File: src/rtl/uart_tx_arbiter.sv
// Four-requester round-robin arbiter feeding a single UART sender.
// One word slot per requester; a SEND timeout drops a stuck word and counts it as an error.
module uart_tx_arbiter #(
  parameter int WIDTH   = 32,
  parameter int TIMEOUT = 65535
) (
  input  logic                 clk,
  input  logic                 rst,
  input  logic [3:0]           req_valid,
  input  logic [4*WIDTH-1:0]   req_data,
  output logic [3:0]           req_ready,
  output logic                 send,
  output logic [WIDTH-1:0]     data,
  input  logic                 send_done,
  output logic [1:0]           tx_src,
  output logic                 busy,
  output logic                 err,
  output logic [15:0]          sent_cnt,
  output logic [7:0]           err_cnt
);

  typedef enum logic [1:0] {IDLE, SEND, GAP} state_t;

  localparam logic [15:0] TLAST = 16'(TIMEOUT - 1);

  state_t           state, state_nxt;
  logic [WIDTH-1:0] slot [4];
  logic [3:0]       full;
  logic [3:0]       set_full;
  logic [3:0]       clr_full;
  logic [1:0]       last_grant;
  logic [1:0]       grant_idx;
  logic [1:0]       cand;
  logic             grant_vld;
  logic [15:0]      tcnt;
  logic             done_evt;
  logic             tout_evt;

  assign req_ready = ~full;

  // Scan starts one past the last grant so a constantly refilled requester cannot starve the others.
  always_comb begin
    grant_vld = 1'b0;
    grant_idx = last_grant;
    cand      = last_grant;
    for (int k = 1; k <= 4; k++) begin
      cand = last_grant + 2'(k);
      if (!grant_vld && full[cand]) begin
        grant_vld = 1'b1;
        grant_idx = cand;
      end
    end
  end

  // Completion wins over an expiry landing on the same cycle.
  assign done_evt = (state == SEND) && send_done;
  assign tout_evt = (state == SEND) && !send_done && (tcnt == TLAST);

  always_comb begin
    state_nxt = state;
    case (state)
      IDLE:    if (grant_vld) state_nxt = SEND;
      SEND:    if (done_evt || tout_evt) state_nxt = GAP;
      GAP:     state_nxt = IDLE;
      default: state_nxt = IDLE;
    endcase
  end

  always_comb begin
    set_full = req_valid & ~full;
    clr_full = 4'b0000;
    if (done_evt || tout_evt) clr_full = 4'b0001 << tx_src;
  end

  always_ff @(posedge clk or negedge rst) begin
    if (!rst) begin
      state      <= IDLE;
      send       <= 1'b0;
      busy       <= 1'b0;
      err        <= 1'b0;
      data       <= '0;
      tx_src     <= 2'd0;
      last_grant <= 2'd3;
      full       <= 4'b0000;
      sent_cnt   <= 16'd0;
      err_cnt    <= 8'd0;
      tcnt       <= 16'd0;
      for (int i = 0; i < 4; i++) slot[i] <= '0;
    end else begin
      state <= state_nxt;
      send  <= (state_nxt == SEND);
      busy  <= (state_nxt != IDLE);
      err   <= tout_evt;
      full  <= (full & ~clr_full) | set_full;
      for (int i = 0; i < 4; i++)
        if (set_full[i]) slot[i] <= req_data[i*WIDTH +: WIDTH];
      if (state == IDLE && grant_vld) begin
        data       <= slot[grant_idx];
        tx_src     <= grant_idx;
        last_grant <= grant_idx;
      end
      if (state == SEND) tcnt <= tcnt + 16'd1;
      else               tcnt <= 16'd0;
      if (done_evt) sent_cnt <= sent_cnt + 16'd1;
      if (tout_evt && err_cnt != 8'hFF) err_cnt <= err_cnt + 8'd1;
    end
  end

endmodule
File: config.mk
export PLATFORM = sky130hd
export DESIGN_NAME = uart_tx_arbiter
export DESIGN_NICKNAME = d
export VERILOG_FILES = /design/src/rtl/uart_tx_arbiter.sv
export SDC_FILE = /design/constraint.sdc
export NUM_CORES = 1
export LEC_CHECK = 0
export ABC_AREA = 0
export CORE_UTILIZATION = 46
export CTS_CLUSTER_SIZE = 40
export DETAILED_ROUTE_END_ITERATION = 6
export PLACE_DENSITY = 0.79
export SLEW_MARGIN = 20
export SYNTH_ARGS = -nofsm -noshare
export SYNTH_HDL_FRONTEND = slang
export SYNTH_SLANG_ARGS = --single-unit
File: constraint.sdc
create_clock -name clk -period 1.99 [get_ports clk]
set_clock_uncertainty 0.15 [all_clocks]
set_input_delay 0.199 -clock clk [delete_from_list [all_inputs] [get_ports clk]]
set_output_delay 0.199 -clock clk [all_outputs]
set_load 0.03 [all_outputs]
# Yosys cells after proc, flatten, opt, wreduce, memory -nomap -nowiden
# Index checks and enable logic that the tools add are counted.
op_classes:
  n_addsub: 6
  multipliers: 0
  div_mod_pow: 0
  n_lt_le_gt_ge: 5
  eq_ne: 4
  n_shift: 1
  n_mux: 24
  n_bitwise: 6
  n_reduce_logical: 15
op_table:
  columns: ["cell", "count"]
  rows:
  - ["32-bit binary-select mux with 2-bit select", 1]
  - ["32-bit two-way mux", 2]
  - ["16-bit by 1-bit adder with 16-bit output, second input constant", 2]
  - ["16-bit equality test, second input constant", 1]
  - ["16-bit two-way mux", 1]
  - ["2-bit by 3-bit less-than comparator with 1-bit output, second input constant", 4]
  - ["2-bit two-way mux", 6]
  - ["8-bit by 1-bit adder with 8-bit output, second input constant", 1]
  - ["4-bit bitwise AND", 2]
  - ["1-bit binary-select mux with 2-bit select", 4]
  - ["1-bit logical AND", 8]
  - ["1-bit two-way mux", 8]
  - ["8-bit != test, second input constant", 1]
  - ["4-bit NOT", 2]
  - ["2-bit adder, second input constant", 2]
  - ["2-bit by 1-bit equality test with 1-bit output, second input constant", 2]
  - ["1-bit logical NOT", 4]
  - ["4-bit two-way mux", 1]
  - ["4-bit bitwise OR", 1]
  - ["2-bit one-hot mux with 2 select lines", 1]
  - ["1-bit by 2-bit << shifter with 4-bit output, first input constant", 1]
  - ["3-bit >= comparator, second input constant", 1]
  - ["2-bit NOT with 3-bit output", 1]
  - ["2-bit by 1-bit adder with 2-bit output, second input constant", 1]
  - ["3 further kinds", 3]
word_totals:
  ff_bits: 213
  latchBits: 0
  ram_bits: 0
  romBits: 0
  input_bits: 135
  mem_count: 0

# Depth between registers and ports, before layout
# Gate-level depths: netlist of run 1.
logic_depth:
  word_depth: 17
  mapped_depth: 9
  mapped_depth_nobuf: 7

# Worst setup path before layout of run 1
# Ideal clock, no wire load.
synth_timing:
  path_kind: "reg-to-reg"
  startpoint: "register last_grant[1]"
  endpoint: "register data[10]"
  setup_time_ps: 142
  arrival_time_ps: 1864
  required_time_ps: 1698
  slack_ps: -167
  path_stages_with_launch: 9
  path_buffers: 4
  path_cell_list: "dfstp_2 > clkbuf_1 > mux2i_1 > o221a_2 > clkbuf_1 > buf_4 > buf_6 > mux2i_1 > o221ai_1"
synth_via:
  elab_chain_cells: 17
  elab_cells_between_ends: 30
  cone_classes: "3 x add/sub; 19 x mux; 1 x bitwise; 7 x reduce/logical"
synth_rtl:
  columns: ["item", "line_no", "rtl"]
  rows:
  - ["start: declaration", "31", "logic [1:0] last_grant;"]
  - ["start signal: assignment", "100", "last_grant <= grant_idx;"]
  - ["2-bit by 1-bit adder with 2-bit output", "47", "cand = last_grant + 2'(k);"]
  - ["1-bit binary-select mux with 2-bit select", "48", "if (!grant_vld && full[cand]) begin"]
  - ["1-bit two-way mux (not written as such)", "48", null]
  - ["1-bit two-way mux", "48", null]
  - ["1-bit logical NOT", "48", null]
  - ["1-bit logical AND", "48", null]
  - ["1-bit two-way mux", "48", null]
  - ["1-bit logical NOT", "48", null]
  - ["1-bit logical AND", "48", null]
  - ["1-bit two-way mux", "48", null]
  - ["1-bit logical NOT", "48", null]
  - ["1-bit logical AND", "48", null]
  - ["2-bit two-way mux", "48", null]
  - ["2-bit NOT with 3-bit output (not written as such)", "98", "data <= slot[grant_idx];"]
  - ["32-bit binary-select mux with 2-bit select", "98", null]
  - ["32-bit two-way mux (not written as such) (2 in series)", "98", null]
  - ["end signal: assignment", "98", null]
  - ["end: declaration", "13", "output logic [WIDTH-1:0] data,"]
# Parallel ways exist; a longest one is shown, timed or not. The select of a mux whose other input is x is not followed.
# A chain may end at the register's enable or synchronous reset.

# Worst setup path in the final report of run 1
layout_timing:
  startpoint: "register last_grant[1]"
  endpoint: "register data[0]"
# Same word-level chain as after synthesis.

==> results of run 1 <==
sequential cells by signal, indices dropped and copies added (netlist names):
signal / cells
err: 1
state: 2
sent_cnt: 16
slot: 128
data: 32
tcnt: 16
send: 1
err_cnt: 8
last_grant: 2
full: 4
tx_src: 2
busy: 1
power by group through the flow:
stage	Sequential, uW	Combinational [uW]	Clock [uW]
3_5_place_dp	7280	7980	0
6_report	7310	9020	3990
4_1_cts	7240	8750	4060
5_1_grt	7510	9690	4250
2_1_floorplan	7740	4610	0
3_3_place_gp	7210	7750	0
metal layers:
metal	vias to the layer above	global-route usage (%)	wire length, um
li1	2969	-	-
met1	3257	28.4	9500
met2	181	39.2	11600
met3	36	5.06	1390
met4	2	5.77	428
met5	-	0	13
cells in the mapped netlist, drive strengths merged, types with 2 or more instances:
cell type / instances / area [um2]
a21o: 3 / 22.5
a21oi: 4 / 20.0
a31oi: 2 / 12.5
and3: 6 / 37.5
and4: 6 / 52.6
buf: 20 / 111
clkbuf: 19 / 72.6
dfrtp: 211 / 5280
dfstp: 2 / 52.6
ha: 4 / 50.1
inv: 6 / 22.5
mux2: 130 / 1460
mux2i: 64 / 641
nand2: 60 / 225
nand2b: 3 / 18.8
nand3: 13 / 65.1
nand3b: 2 / 15.0
nand4: 8 / 56.3
nor2: 32 / 120
nor2b: 6 / 37.5
nor3: 7 / 46.3
o221ai: 31 / 272
or3: 2 / 12.5
or4: 2 / 18.8
xnor2: 22 / 193
xor2: 13 / 114
stage by stage:
step                      power, uW  setup WS, ns
after global routing          21400        -0.132
after global placement        15000       -0.0402
after floorplan               12300       -0.0276
final                         20300       -0.0759
after detailed placement      15300       -0.0906
after CTS                     20000       -0.0323
final timing paths:
check	from	end	cells after the start
min in group clk	req_data[52]	slot[84]	2
min reg2reg	sent_cnt[15]	sent_cnt[15]	1
max	last_grant[1]	data[0]	7
max in group asynchronous	rst	data[15]	3
max reg2reg	last_grant[1]	data[0]	7
min	rst	tcnt[15]	2
kinds of logic after synthesis:
logic type / Yosys count / share of synthesized area, %
flops: 213 / 58.4
mux: 194 / 23.0
simple gates: 149 / 7.92
compound gates: 48 / 4.48
buf+inv: 45 / 2.26
xor+xnor: 35 / 3.36
fa+ha+maj: 4 / 0.548
worst max-delay path, stage by stage (launching register included):
cell      delay [ns]
dfstp_2         0.58
mux2i_2         0.24
o221a_4         0.25
buf_12          0.12
buf_12          0.10
buf_12          0.12
mux2i_1         0.22
o221ai_1        0.15
area by class of cell:
| cell class | instances | area (um2) | area share (%) |
|---|---|---|---|
| clock buffer | 34 | 667 | 5.12 |
| sequential | 213 | 5330 | 41.0 |
| timing repair buffer | 267 | 2890 | 22.2 |
| tap | 265 | 332 | 2.55 |
| clock inverter | 7 | 35.0 | 0.269 |
| inverter | 6 | 22.5 | 0.173 |
| multi-input combinational | 430 | 3730 | 28.7 |
repair_timing:
action / in CTS / in global routing
gates resized for setup: 23 / 30
hold buffers: 1 / 0
pin swaps: 13 / 8
gates cloned: 3 / 2
setup buffers: 10 / 1
setup endpoints to repair: 50 / 59
endpoints found under the hold margin: 213 / 0
==> results.yml, run 1 <==
clocking:
  cts_buffers: 23
  clock_latency_ns: 0.50
  root_buffer: "clkbuf_16"
  htree_levels: 1
  path_clk_slew_ns: 0.06
  numClockSinks: 213
  clockBufferDepth: 3
  cts_tree: "yes"
sta:
  finalMaxSlewViolations: 0
  setup_ws_ns: -0.0759
  layout_min_cycle_time_ns: 2.07
  hold_viol_final: 0
  setup_violations: 27
  worst_hold_slack_ns: 0.0969
  max_freq_ghz: 0.484
  rsz0062_at_grt: "yes"
  setup_tns_ns: -1.03
  tightestPinTransition_ns: 0.504
  slew_headroom_pct: 66.4
  period_share_pct: 104
finish:
  fin_nets: 1080
  syn2layout_area_growth_pct: 42.5
  n_antenna_cell: 0
  final_common_cell: "dfrtp_1"
  fin_cells: 1222
  n_fill_cell: 1437
  layout_common_cells: "dfrtp_1, clkdlybuf4s50_1, mux2_2"
  postLayoutCellArea_um2: 13000
  final_core_util_pct: 66.9
  drive_gt1_share_pct: 27.3
floorplanning:
  dieArea_um2: 20400
  ios: 200
  fp.coreArea_um2: 19500
  die_x_um: 143
  die_h_um: 143
  start_util_pct: 46.9
  rows: 51
synthesis:
  ys_seq_area_share_pct: 58.4
  postSynth.asyncResetShare_pct: 100
  synth_cells: 688
  synth-seq-cells: 213
  yosysWarnings: 0
  netlist_area_um2: 9130
  syn_nets: 827
  syn_avg_cell_area_um2: 13.3
  ys_types: 44
  synth_edf_count: 0
  synth-main-ff-cell: "dfrtp_1"
place:
  placed_area_um2: 11900
  gp_congestion: 0.838
  hpwl_mm: 15.2
  dp_cells: 1164
  port_buffers: 199
job:
  drv_cap: 0
global_routing:
  grt-ovfl-total: 0
  antenna_found_initial: 1
  grt_use_total_pct: 22.6
  grt_pass1_vias: 6800
  grt_pass1_wl_mm: 35.9
  grt_max_degree: 57
setup_path:
  cp-end-kind: "flop"
  worstPathArrival_ns: 2.28
  critPathLaunchType: "flop"
  worstPathMaxFanout: 6
  crit_required_ns: 2.20
  reg2reg_slack_ns: -0.08
  criticalPathCategory: "flop to flop"
pwr:
  p_clk_share_pct: 19.6
  combPwrFrac_pct: 44.4
  seqPwrFrac_pct: 36.0
  powerDensity_nw_per_um2: 1560
  swShare_pct: 34.1
  leakage_uw: 0.00593
  vdd_drop_max_v: 0.000994
  switchingPower_uw: 6930
  p_int_uw: 13400
outcome:
  violations: "setup timing"
  outcome: "finished with violations"
detailed_routing:
  firstDrtPassIters: 4
  num_vias: 6445
  wirelength_mm: 22.9
  drt-initial-drc-count: 247
  drc: 0
  ant_nets: 0
  wl_per_cell_um: 18.7
  viasPerCell: 5.27
hold_path:
  hold_path_class: "input port to asynchronous set/reset pin"
(Power assumes the default switching activity.)
==> inputs of run 2 (changes only) <==
Settings changed: REMOVE_ABC_BUFFERS from default to 1.
==> run 2 against run 1 <==
  * The run still ends with setup timing left
  * Highest routed layer is now met4
  * Die area stayed put
  * Global-route usage shrank 0.083 points
  * First-iteration DRC count rose by 26%
  * Register-to-register slack improved by 0.03 ns
  * Sequential cell count is the same
  * Worst hold slack got worse by 0.040 ns
  * Core utilization down 1.9 points
  * Maximum frequency is 1.4% higher
  * Final cell count is 1.1% lower
==> results.yml, run 2 (synthesis results as in run 1) <==
detailed_routing:
  drc: 0
  ant_nets: 0
  firstDrtPassIters: 4
  drt-initial-drc-count: 310
  viasPerCell: 5.28
  wl_per_cell_um: 18.1
  num_vias: 6374
  wirelength_mm: 21.9
sta:
  hold_viol_final: 0
  setup_ws_ns: -0.0478
  setup_violations: 4
  rsz0062_at_grt: "yes"
  finalMaxSlewViolations: 0
  slew_headroom_pct: 72.3
  max_freq_ghz: 0.491
  period_share_pct: 102
  tightestPinTransition_ns: 0.416
  layout_min_cycle_time_ns: 2.04
  setup_tns_ns: -0.118
setup_path:
  crit_family: "compound AO/OA/AOI/OAI gates"
  worst_path_max_delay_cell: "or4_4"
  crit_path_cell_trace: "inv_1, ha_2, nand2_2, or4_4, o31a_1, o32a_1"
  critPathLaunchType: "flop"
  slowest_delay_ns: 0.52
  crit_start: "tcnt[0]"
  path_buf_inv: 1
  worstPathMaxFanout: 4
  worstPathArrival_ns: 2.27
  r2r-start: "tcnt[0]"
  crit_required_ns: 2.22
  cp-end-kind: "flop"
  criticalPathCategory: "flop to flop"
floorplanning:
  start_util_pct: 46.9
  die_x_um: 143
  fp.coreArea_um2: 19500
  rows: 51
  ios: 200
  dieArea_um2: 20400
  die_h_um: 143
global_routing:
  grt_max_degree: 66
  grt_pass1_vias: 6682
  grt_use_total_pct: 22.5
  antenna_found_initial: 1
  grt-ovfl-total: 0
  grt_pass1_wl_mm: 35.5
finish:
  syn2layout_area_growth_pct: 38.6
  fin_cells: 1208
  regMostFlops: "slot"
  regArea_um2: 5330
  multiInputGateArea_um2: 3670
  drive_gt1_share_pct: 24.6
  final_common_cell: "dfrtp_1"
  largest_reg_flops: 128
  layout_common_cells: "dfrtp_1, clkdlybuf4s50_1, mux2_2"
  fin_nets: 1066
  n_fill_cell: 1462
  largestRegisters: "slot x128, data x32"
hold_path:
  hold_path_class: "input port to asynchronous set/reset pin"
clocking:
  clockBufferDepth: 3
  numClockSinks: 213
  htree_levels: 1
  cts_buffers: 23
  root_buffer: "clkbuf_16"
  cts_tree: "yes"
  path_clk_slew_ns: 0.06
  clock_latency_ns: 0.50
place:
  dpl_worst_slack_ns: -0.0659
  gp_congestion: 0.772
  hpwl_mm: 14.7
  dp_cells: 1161
  port_buffers: 199
job:
  drv_cap: 0
pwr:
  powerDensity_nw_per_um2: 1510
  vdd_drop_max_v: 0.000990
  leakage_uw: 0.00575
outcome:
  violations: "setup timing"
  outcome: "finished with violations"
[run 2: cell count changes in the layout (fill, tap and decap cells not counted), moves of 4 or more]
cell / change
mux2i_1: +8
buf_12: -6
mux2i_2: -5
clkbuf_1: +4
clkdlybuf4s50_1: +4
clkinv_2: -4
[run 2: stage by stage]
stage                     hold WS (ns)  util (%)  total power [uW]  cell area [um2]
final                           0.0574      65.0             19100            12700
after global routing            0.0907      65.0             20200            12700
after floorplan                 -0.247         -             12000             8950
after CTS                       0.0708      64.5             19200            12600
after detailed placement        0.0238      60.9             15200            11900
after global placement          0.0289      60.9             14900            11900
[run 2: power breakdown]
| part | leakage [uW] | internal [uW] | total (uW) | switching, uW |
|---|---|---|---|---|
| combinational | 0.00278 | 4070 | 7890 | 3820 |
| clock | 0.000340 | 2340 | 3970 | 1630 |
| sequential | 0.00263 | 6170 | 7230 | 1060 |
| total | 0.00575 | 12600 | 19100 | 6510 |
[run 2: final timing paths]
check                                to  slack, ns  cells after the start
setup / recovery                full[1]      -0.05                      6
hold / removal                 tcnt[10]       0.06                      2
setup reg to reg                full[1]      -0.05                      6
hold reg to reg            sent_cnt[15]       0.33                      1
max in group asynchronous       data[7]       0.93                      3
min in group clk               slot[67]       0.14                      2
[run 2: routing by layer]
metal / routed length [um] / global-route usage [%] / up-vias
met4: 399 / 4.81 / 0
met2: 10300 / 36.3 / 207
li1: - / - / 2942
met1: 9670 / 30.9 / 3193
met5: 0 / 0 / -
met3: 1520 / 5.30 / 32
[run 2: timing repair]
action | CTS | global route
hold endpoints to repair | 213 | 0
hold buffers | 1 | 0
setup buffers | 1 | 4
pin swaps | 4 | 8
endpoints found under the setup margin | 22 | 60
resized for setup | 10 | 22
[run 2: area by class of cell]
| class | count | share of cell area (%) |
|---|---|---|
| clock inverter | 5 | 0.425 |
| inverter | 6 | 0.178 |
| multi-input combinational | 430 | 29.0 |
| timing repair buffer | 253 | 20.5 |
| antenna | 1 | 0.0198 |
| tap | 265 | 2.62 |
| sequential | 213 | 42.1 |
| clock buffer | 35 | 5.06 |
==> inputs of run 3 (changes only) <==
Settings changed: CTS_CLUSTER_SIZE 40 to 14.
==> run 3 against run 2 <==
  * The flow still finishes with violations (setup timing)
  * Highest routed layer unchanged
  * Worst hold slack about the same
  * Largest power group unchanged
  * Clock power about the same
  * Via count about the same
  * Sequential cell count unchanged
  * Cell area unchanged
==> results.yml, run 3 (synthesis results as in run 1) <==
floorplanning:
  rows: 51
  start_util_pct: 46.9
  ios: 200
  fp.coreArea_um2: 19500
  die_h_um: 143
  die_x_um: 143
  dieArea_um2: 20400
global_routing:
  grtUsageMet2_pct: 36.3
  antenna_found_initial: 1
  grt_use_met3_pct: 5.30
  grt-busiest-layer: "met2"
  gr-usage-met1_pct: 30.9
  grt_max_degree: 66
  grt_use_total_pct: 22.5
  grt-ovfl-total: 0
  grt_pass1_wl_mm: 35.5
  grt_pass1_vias: 6685
outcome:
  violations: "setup timing"
  outcome: "finished with violations"
detailed_routing:
  ant_nets: 0
  firstDrtPassIters: 4
  viasPerCell: 5.28
  wl_per_cell_um: 18.1
  drt-initial-drc-count: 342
  wirelength_mm: 21.9
  drc: 0
  num_vias: 6373
setup_path:
  worst_path_max_delay_cell: "or4_4"
  criticalPathCategory: "flop to flop"
  cp-end-kind: "flop"
  path_depth: 6
  worstPathArrival_ns: 2.27
  crit_path_cell_trace: "inv_1, ha_2, nand2_2, or4_4, o31a_1, o32a_1"
  slowest_delay_ns: 0.52
  worstPathMaxFanout: 4
  crit_required_ns: 2.22
  crit_family: "compound AO/OA/AOI/OAI gates"
  path_buf_inv: 1
  critPathLaunchType: "flop"
  ff2ff_path_depth: 6
finish:
  layout_common_cells: "dfrtp_1, clkdlybuf4s50_1, mux2_2"
  final_core_util_pct: 65.0
  postLayoutCellArea_um2: 12700
  largestRegisters: "slot x128, data x32"
  fin_nets: 1066
  syn2layout_area_growth_pct: 38.6
  largest_reg_flops: 128
  final_common_cell: "dfrtp_1"
  regMostFlops: "slot"
  drive_gt1_share_pct: 24.6
pwr:
  vdd_drop_max_v: 0.000990
  total_power_uw: 19100
  powerDensity_nw_per_um2: 1510
  leakage_uw: 0.00575
place:
  dpl_worst_slack_ns: -0.0659
  gp_congestion: 0.772
  placed_area_um2: 11900
  port_buffers: 199
  hpwl_mm: 14.7
sta:
  rsz0062_at_grt: "yes"
  worst_hold_slack_ns: 0.0577
  finalMaxSlewViolations: 0
  period_share_pct: 102
  setup_violations: 4
  layout_min_cycle_time_ns: 2.04
  tightestPinTransition_ns: 0.417
  max_freq_ghz: 0.491
  hold_viol_final: 0
  setup_ws_ns: -0.0473
  slew_headroom_pct: 72.2
clocking:
  htree_levels: 1
  numClockSinks: 213
  cts_buffers: 23
  path_clk_slew_ns: 0.06
  cts_tree: "yes"
  clock_latency_ns: 0.50
  clockBufferDepth: 3
  root_buffer: "clkbuf_16"
hold_path:
  hold_path_class: "input port to asynchronous set/reset pin"
job:
  drv_cap: 0
run 3: cell counts in the layout (fill, tap and decap cells not counted):
Identical to the previous run, type by type.
run 3: repair_timing:
action / CTS / global route
hold buffers: 1 / 0
pin swaps: 4 / 8
gates cloned: 0 / 0
buffers inserted: 1 / 4
endpoints found under the hold margin: 213 / 0
setup endpoints to repair: 22 / 60
resized for setup: 10 / 22
run 3: path summary, 6_finish.rpt:
check | from | endpoint | slack (ns)
worst min register to register | sent_cnt[15] | sent_cnt[15] | 0.33
worst max register to register | tcnt[0] | full[1] | -0.05
worst max-delay path | tcnt[0] | full[1] | -0.05
max in group asynchronous | rst | data[7] | 0.93
min in group clk | req_data[35] | slot[67] | 0.14
worst min-delay path | rst | tcnt[10] | 0.06
run 3: per-stage QoR:
stage,std cells,setup TNS (ns)
final,1208,-0.117
after global routing,1207,-2.30
after CTS,1203,-0.0823
after detailed placement,1161,-0.259
after global placement,1161,-0.135
after floorplan,649,-104.35
run 3: power by group:
part,switching [uW],internal (uW),leakage (uW)
logic,3820,4070,0.00278
clock network,1640,2340,0.000340
registers,1060,6170,0.00263
run 3: per-layer routing:
metal | up-vias | wire [um]
met5 | - | 0
met3 | 32 | 1490
met2 | 206 | 10300
li1 | 2942 | -
met1 | 3193 | 9690
met4 | 0 | 398
run 3: area by class of cell:
class	count	area (um2)
Antenna cell	1	2.50
Clock buffer	35	641
Clock inverter	5	53.8
Fill cell	1462	6810
Inverter	6	22.5
Multi-Input combinational cell	430	3670
Sequential cell	213	5330
Tap cell	265	332
Timing Repair Buffer	253	2600
==> RTL change: new RTL, flow settings as in run 3 <==
Change the parameter `WIDTH` from 32 to 48.
--- a/src/rtl/uart_tx_arbiter.sv
+++ b/src/rtl/uart_tx_arbiter.sv
@@ -2,5 +2,5 @@
 // One word slot per requester; a SEND timeout drops a stuck word and counts it as an error.
 module uart_tx_arbiter #(
-  parameter int WIDTH   = 32,
+  parameter int WIDTH   = 48,
   parameter int TIMEOUT = 65535
 ) (
Interface: changed (resized data and req_data); port bits go from 200 to 280. The function was not compared with the original's and may differ.
==> RTL change against run 3 <==
The run ends with design-rule violations, negative setup slack left; area after synthesis rose by 36%; final area is 38% higher; sequential cell count increased by 80; final cell count is 33% higher; setup slack worse by 0.0090 ns; wire length up 53%; clock power up 46%; total power is 46% higher.
==> RTL change: results (changes against run 3) <==
metric	value	unit	change
relSlewSlack	0.7269		+0.004760
fillCellCount	1925		+32%
drtIter0Drc	467		+37%
p_leak	8.083	nW	+41%
drc	29		+29
sw_frac_of_total	0.3439		+0.003030
use_met2	0.4024		+0.03916
dr_wl_met2	16460	µm	+60%
violations	design-rule violations, negative setup slack		
muxShareOfSynthArea	0.2545		+0.02403
drive_gt1_frac	0.2738		+0.02752
final_nets	1450		+36%
largestRegisters	slot (192), data (48)		
met1_usage	0.3267		+0.01775
worstReg2RegStart	last_grant[1]$_DFFE_PN1P_		
setup_viol	31		+27
drtPass1Iterations	7		+3
outcome	finished, violations left		
gp_congestion	0.8342		+8.1%
vias_per_cell	5.475		+3.8%
grt_usage	0.2433		+0.01821
min_path_type	input pin to flop		
grt_pass1_wl	52900	µm	+49%
met3_length	1883	µm	+26%
grt_max_degree	50		-24%
synthTopCellsByArea	dfrtp_1, mux2_2, mux2i_1		
crit_fanout	10		+6
r2r_end	data[20]$_DFFE_PN0P_		
met3_usage	0.04444		-0.008545
ys_top_cells_by_count	dfrtp_1, mux2_2, mux2i_1, nand2_1, o221ai_1		
setup_slack	-0.05635	ns	-0.009036 ns
ys_types	42		-4.5%
ir_drop	0.0009383	V	-5.2%
antenna_found_initial	6		+5
grt_pass1_vias	9391		+40%
post-place-ws	-0.06320	ns	+0.002709 ns
routed_wirelength	33490	µm	+53%
drt-met1-wl	14350	µm	+48%
ys_seq_area_frac	0.5894		+0.005467
fin_hold_ws	0.09363	ns	+0.03591 ns
arrival	2.31	ns	+0.04 ns
synth_xor_area_frac	0.02323		-0.01034
critPathTopFamily	flip-flops		
portBuffers	279		+40%
cts_inserted_buffers	30		+30%
## RTL change: changes by cell type after synthesis, moves of 4 or more
cell,before,now
buf_2,2,16
buf_4,1,5
clkbuf_1,18,12
dfrtp_1,211,291
mux2_1,4,0
mux2_2,126,195
mux2i_1,64,97
nand2_1,60,78
nand4_1,7,12
nor2_1,32,36
o221ai_1,31,47
xnor2_1,22,16
xor2_1,13,17
## RTL change: timing repair
item                       in CTS  in global routing
buffers inserted                2                  3
hold buffers                    3                  0
setup endpoints to repair      83                 69
resized for setup              52                 36
pin swaps                       3                  2
hold endpoints to repair      293                  0
cloned                          1                  3
## RTL change: power groups by stage
stage | Combinational (W) | Sequential, W | Clock [W]
floorplan | 0.00574 | 0.0108 | 0
global placement | 0.0111 | 0.0102 | 0
detailed placement | 0.0114 | 0.0102 | 0
CTS | 0.0115 | 0.0102 | 0.00591
global route | 0.0127 | 0.0105 | 0.00616
finish | 0.0119 | 0.0102 | 0.00583
## RTL change: worst reg2reg max path, delay by kind of cell (launching register included)
family | cells | cell delay (ns)
flops | 1 | 0.57
buf+inv | 2 | 0.35
mux | 2 | 0.47
compound gates | 2 | 0.38
## RTL change: how the worst max path moves through the flow
stage / start / end / cells past startpoint
after floorplan: full[2]$_DFF_PN0_ / data[0]$_DFFE_PN0P_ / 5
after global placement: last_grant[1]$_DFFE_PN1P_ / data[18]$_DFFE_PN0P_ / 6
after detailed placement: last_grant[1]$_DFFE_PN1P_ / data[38]$_DFFE_PN0P_ / 6
after CTS: last_grant[1]$_DFFE_PN1P_ / data[39]$_DFFE_PN0P_ / 6
after global routing: last_grant[1]$_DFFE_PN1P_ / data[6]$_DFFE_PN0P_ / 6
final: last_grant[1]$_DFFE_PN1P_ / data[20]$_DFFE_PN0P_ / 6
## RTL change: metrics by stage
step           utilization  power, W
2_1_floorplan            -   0.01653
3_3_place_gp        0.6154   0.02123
3_5_place_dp        0.6154   0.02168
4_1_cts             0.6565   0.02759
5_1_grt             0.6643   0.02940
6_report            0.6644   0.02793
## RTL change: area by class of cell
class                      instances  area, µm²  area share
sequential                       293       7335      0.4201
multi-input combinational        561       4916      0.2815
timing repair buffer             355       3710      0.2125
clock buffer                      47      934.6     0.05353
tap                              335      419.2     0.02401
clock inverter                     9      111.4    0.006378
inverter                           6      22.52    0.001290
antenna                            5      12.51   0.0007166
## RTL change: logic make-up (layout without fill, tap and decap cells)
group                    count (synthesis)  after routing
flip-flops                             293            293
XOR/XNOR                                33             33
AO/OA/AOI/OAI                           65             65
other                                    0              5
AND/OR/NAND/NOR                        167            167
multiplexers                           292            292
buffers and inverters                   58            417
adder cells (fa/ha/maj)                  4              4
